===== src/rtl/xbus_arbiter.sv =====
// Two-port round-robin arbiter onto a single xbus master port.
// Port 0 is instruction fetch, port 1 is load/store.
module xbus_arbiter #(
    parameter int unsigned TIMEOUT_CYCLES = 255
) (
    input  logic        clk,
    input  logic        rst,
    input  logic        m0_req,
    input  logic        m0_we,
    input  logic [3:0]  m0_be,
    input  logic [31:0] m0_addr,
    input  logic [31:0] m0_wdata,
    output logic        m0_gnt,
    output logic        m0_rvalid,
    output logic [31:0] m0_rdata,
    output logic        m0_err,
    input  logic        m1_req,
    input  logic        m1_we,
    input  logic [3:0]  m1_be,
    input  logic [31:0] m1_addr,
    input  logic [31:0] m1_wdata,
    output logic        m1_gnt,
    output logic        m1_rvalid,
    output logic [31:0] m1_rdata,
    output logic        m1_err,
    output logic        xbus_valid,
    output logic        xbus_we,
    output logic [3:0]  xbus_be,
    output logic [31:0] xbus_addr,
    output logic [31:0] xbus_wdata,
    input  logic        xbus_ready,
    input  logic [31:0] xbus_rdata
);

    typedef enum logic {
        IDLE   = 1'b0,
        ACCESS = 1'b1
    } state_e;

    state_e      state_q, state_d;
    logic        last_q, last_d;
    logic        own_q, own_d;
    logic        we_q, we_d;
    logic [3:0]  be_q, be_d;
    logic [31:0] addr_q, addr_d;
    logic [31:0] wdata_q, wdata_d;
    logic [15:0] cnt_q, cnt_d;
    logic        rv0_q, rv0_d, rv1_q, rv1_d;
    logic        err0_q, err0_d, err1_q, err1_d;
    logic [31:0] rd0_q, rd0_d, rd1_q, rd1_d;

    logic        gnt0, gnt1;
    logic        done, abort;
    logic        tmo_hit;
    logic [31:0] cnt_next;

    // Timeout fires on the wait cycle whose increment would reach the limit.
    assign cnt_next = 32'(cnt_q) + 32'd1;
    assign tmo_hit  = (TIMEOUT_CYCLES != 0) && (cnt_next == TIMEOUT_CYCLES);

    always_comb begin
        state_d = state_q;
        last_d  = last_q;
        own_d   = own_q;
        we_d    = we_q;
        be_d    = be_q;
        addr_d  = addr_q;
        wdata_d = wdata_q;
        cnt_d   = cnt_q;
        gnt0    = 1'b0;
        gnt1    = 1'b0;
        done    = 1'b0;
        abort   = 1'b0;
        unique case (state_q)
            IDLE: begin
                if (m0_req && (!m1_req || last_q)) begin
                    gnt0 = 1'b1;
                end else if (m1_req) begin
                    gnt1 = 1'b1;
                end
                if (gnt0 || gnt1) begin
                    state_d = ACCESS;
                    last_d  = gnt1;
                    own_d   = gnt1;
                    cnt_d   = 16'd0;
                    we_d    = gnt1 ? m1_we    : m0_we;
                    be_d    = gnt1 ? m1_be    : m0_be;
                    addr_d  = gnt1 ? m1_addr  : m0_addr;
                    wdata_d = gnt1 ? m1_wdata : m0_wdata;
                end
            end
            ACCESS: begin
                if (xbus_ready) begin
                    done    = 1'b1;
                    state_d = IDLE;
                end else if (tmo_hit) begin
                    abort   = 1'b1;
                    state_d = IDLE;
                end else begin
                    cnt_d = cnt_q + 16'd1;
                end
            end
        endcase
    end

    always_comb begin
        rv0_d  = 1'b0;
        rv1_d  = 1'b0;
        err0_d = 1'b0;
        err1_d = 1'b0;
        rd0_d  = 32'd0;
        rd1_d  = 32'd0;
        if (done || abort) begin
            if (own_q) begin
                rv1_d  = 1'b1;
                err1_d = abort;
                rd1_d  = (done && !we_q) ? xbus_rdata : 32'd0;
            end else begin
                rv0_d  = 1'b1;
                err0_d = abort;
                rd0_d  = (done && !we_q) ? xbus_rdata : 32'd0;
            end
        end
    end

    // Reset clears last_q so port 1 wins the first tie.
    always_ff @(posedge clk) begin
        if (rst) begin
            state_q <= IDLE;
            last_q  <= 1'b0;
            own_q   <= 1'b0;
            we_q    <= 1'b0;
            be_q    <= 4'd0;
            addr_q  <= 32'd0;
            wdata_q <= 32'd0;
            cnt_q   <= 16'd0;
            rv0_q   <= 1'b0;
            rv1_q   <= 1'b0;
            err0_q  <= 1'b0;
            err1_q  <= 1'b0;
            rd0_q   <= 32'd0;
            rd1_q   <= 32'd0;
        end else begin
            state_q <= state_d;
            last_q  <= last_d;
            own_q   <= own_d;
            we_q    <= we_d;
            be_q    <= be_d;
            addr_q  <= addr_d;
            wdata_q <= wdata_d;
            cnt_q   <= cnt_d;
            rv0_q   <= rv0_d;
            rv1_q   <= rv1_d;
            err0_q  <= err0_d;
            err1_q  <= err1_d;
            rd0_q   <= rd0_d;
            rd1_q   <= rd1_d;
        end
    end

    // Outputs are forced low while rst is high, even before the reset edge.
    assign xbus_valid = (state_q == ACCESS) && !rst;
    assign xbus_we    = xbus_valid & we_q;
    assign xbus_be    = xbus_valid ? be_q    : 4'd0;
    assign xbus_addr  = xbus_valid ? addr_q  : 32'd0;
    assign xbus_wdata = xbus_valid ? wdata_q : 32'd0;

    assign m0_gnt    = gnt0 & !rst;
    assign m1_gnt    = gnt1 & !rst;
    assign m0_rvalid = rv0_q & !rst;
    assign m1_rvalid = rv1_q & !rst;
    assign m0_err    = err0_q & !rst;
    assign m1_err    = err1_q & !rst;
    assign m0_rdata  = rst ? 32'd0 : rd0_q;
    assign m1_rdata  = rst ? 32'd0 : rd1_q;

endmodule

===== config.mk =====
export PLATFORM = sky130hd
export DESIGN_NAME = xbus_arbiter
export DESIGN_NICKNAME = d
export VERILOG_FILES = /design/src/rtl/xbus_arbiter.sv
export SDC_FILE = /design/constraint.sdc
export NUM_CORES = 1
export LEC_CHECK = 0
export CORE_MARGIN = 2
export CORE_UTILIZATION = 42
export CTS_CLUSTER_DIAMETER = 100
export DETAILED_ROUTE_END_ITERATION = 8
export PLACE_DENSITY = 0.81
export SYNTH_ARGS = -nofsm -noshare
export SYNTH_HDL_FRONTEND = slang
export SYNTH_SLANG_ARGS = --single-unit

===== constraint.sdc =====
create_clock -name clk -period 2.8 [get_ports clk]
set_input_delay 0.42 -clock clk [delete_from_list [all_inputs] [get_ports clk]]
set_output_delay 0.42 -clock clk [all_outputs]
set_load 0.03 [all_outputs]

==> metrics.txt <==
Top delay family on crit path simple AND/OR/NAND/NOR gates; leak pwr 0.004194 µW; hold crit path type flip-flop to flip-flop; synth top area cells dfxtp_1 44%, mux2i_1 9.8%, a211oi_1 7.5%; actual slew at the worst max-slew pin 0.6902 ns; First-pass DRT Iterations 4; NetSw 1453 µW; Starting Density 0.4276; sequential share of power 0.411; fillers around 1.3k; Post-Syn Instances 807; Synth Warn # 0; PD cells between 500 and 600 nW/µm²; worst r2r src cnt_q[1]; hold bufs inserted after CTS 0; hold path cells 2; area of the multi-input gates between 3000 and 4000 µm²; Die X 133.5 µm; largest net degree at the start of global routing about 150; DPL Wire Length between 10000 and 15000 µm; final layout net count around 1.3k; Setup crit end kind flip-flop; vias in the first global route ~6.2k; Iter 0 DRT Violations between 400 and 500; internal power 4311 µW; Area after DPL 10360 µm²; clock group share of total power 0.436; number of synthesized flops with an enable pin 0; initial antenna violation count 0; R2R Setup Slk ~0.18 ns; final RePlAce weighted congestion slightly above 0.8; fmax 0.3814 GHz; antenna cells 0; routed vias/inst a little under 5; worst-skew pair later-pin latency approximately 0.42 ns; startpoint types flip-flop; mapped cell area approximately 7000 µm²; crit path max fanout 33; worst rel slew slack 0.5399; Max-cap violations 0; Slew Limit Fails 0; register bit count reported by yosys 155; final hold violations 0; top-count cell post-synth dfxtp_1; Async SR Flop Fraction 0; crit-path cells ha_2 > nand3_2 > nor3_1 > o211ai_1 > and4b_2 > a21oi_2 > or3_2 > buf_12 > nor2_2; reg2reg end rd0_q[5]; clock buffer depth 2; share of cells above drive strength 1 0.09927; Die H roughly 130 µm; Arrival @ worst endpoint around 3.0 ns; combinational power share 0.153; CTS Root Cell clkbuf_16; post-route design area ~11000 µm²; sequential fraction of the synthesis area 0.4407; Tmin final approximately 2.6 ns; crit path kind flip-flop to flip-flop; clock sinks about 160; endpoint of the worst hold path addr_q[9]; worst clock skew 0.006582 ns; Syn Area/Cell just under 9 µm²; # DRC 0; total track usage 0.2300; reg2reg path depth 9; sw frac 0.2520; cell row count 47; top-area cell type share of the netlist area 0.4407; first-pass GRT wire length ~32000 µm; P&R area growth vs syn 56.67%; CORE AREA ~16000 µm²; CTS tree yes; Synth Flop Type dfxtp_1; synth cell count leaders 155 x dfxtp_1, 117 x nor2_1, 71 x nor2b_1; antenna viol nets, final 0; final WL slightly above 20000 µm; area leader, netlist dfxtp_1; Clk pin slew, worst setup/hold paths ~0.060 ns; Final period util 0.9365; worst slack, placed between 0.15 and 0.2 ns; Num CTS Buffers 17; Setup WS post-layout 0.1778 ns; die area 17810 µm²; WL/cell 15.46 µm; Crit path buffers/inverters 1; vias post-DR between 6k and 7k; final setup fails 0; Yosys cell types 50; post-synth net total a little under 1k; IO Pins ~320; H-tree Lvls 4; status finished, final reports clean; FF+latch area a little over 3000 µm²; worst path required time 3.16 ns; largest stage delay on the critical path between 0.4 and 0.5 ns; VDD IR max around 450 µV; critical path's slowest cell dfxtp_1; grt ovf 0; Port Buffers about 310; hold path start addr_q[9]
[worst max-delay path by stage]
stage	startpoint	to	cells after the start
final	cnt_q[1]	rd0_q[5]	9
after global routing	cnt_q[1]	rd0_q[0]	9
after CTS	cnt_q[1]	rd0_q[12]	8
after detailed placement	cnt_q[1]	rd0_q[11]	8
after global placement	cnt_q[1]	rd0_q[1]	8
after floorplan	m1_req	m1_gnt	4
[metrics by stage]
step                      cells    TNS [ns]  utilization  total power [µW]  hold WS [ns]
after floorplan             807           0            -              2864        0.4737
after global placement     1286           0       0.6293              3290        0.4828
after detailed placement   1286           0       0.6293              3304        0.4875
after CTS                  1317           0       0.6682              5807        0.4959
after global routing       1318  -0.0005853       0.6699              5985        0.5140
final                      1318           0       0.6699              5764        0.4934
[registers in the layout (all words and copies together) (netlist names)]
| register | count |
|---|---|
| rv0_q | 1 |
| rv1_q | 1 |
| err1_q | 1 |
| own_q | 1 |
| state_q | 1 |
| cnt_q | 16 |
| rd0_q | 32 |
| rd1_q | 32 |
| addr_q | 32 |
| err0_q | 1 |
| we_q | 1 |
| wdata_q | 32 |
| be_q | 4 |
[tightest hold or removal path, delay by kind of cell (launching register included)]
family | cells | cell delay, ns
AOI/OAI and AO/OA | 1 | 0.05
DFF | 1 | 0.30
and+or+nand+nor | 1 | 0.09
[what timing repair did]
item                                    4_1_cts  5_1_grt
gates resized for setup                       0        3
buffers inserted                              0        1
endpoints found under the setup margin        0       32
[per-layer routing]
metal	part of all wire	track usage	vias to the layer above	wire, µm
li1	-	-	3289	-
met2	0.50	0.3955	243	10150
met4	0.036	0.1040	0	729
met3	0.061	0.06583	44	1236
met1	0.41	0.2656	2963	8258
met5	0	0	-	0
[cell families (layout without fill, tap and decap cells)]
family,after synthesis,count (layout),synth area share
compound gates,113,113,0.1125
buf+inv,83,374,0.04905
mux,71,71,0.1013
fa+ha+maj,2,2,0.003554
xor+xnor,6,6,0.007464
simple gates,377,377,0.2854
flops,155,155,0.4407
[cell type report]
class                           instances  area share
Multi-Input combinational cell        569      0.3295
Timing Repair Buffer                  329      0.3013
Sequential cell                       155      0.2813
Clock buffer                           18     0.03981
Tap cell                              220     0.02495
Clock inverter                         13     0.01838
Inverter                               14    0.004764
[cells in the final DEF, fill, tap and decap left out, drive strengths merged, types with 2 or more instances in the layout]
master and count:
a211oi 71, a21oi 13, a31oi 6, and2 70, and3 3, buf 33
bufinv 4, clkbuf 18, clkdlybuf4s50 296, clkinv 2, dfxtp 155, ha 2
inv 20, mux2 2, mux2i 69, nand2 42, nand3 5, nand4 6
nor2 145, nor2b 71, nor3 12, nor3b 2, nor4 12, nor4b 2
o21a 2, o21ai 12, or3 4, xnor2 5
[power groups by stage]
stage          registers [µW]  logic [µW]  clock network, µW
4_1_cts                  2370         890               2550
5_1_grt                  2380         964               2640
3_5_place_dp             2420         887                  0
6_report                 2370         884               2510
2_1_floorplan            2400         464                  0
3_3_place_gp             2410         877                  0
Power figures use the tool's default switching activity.
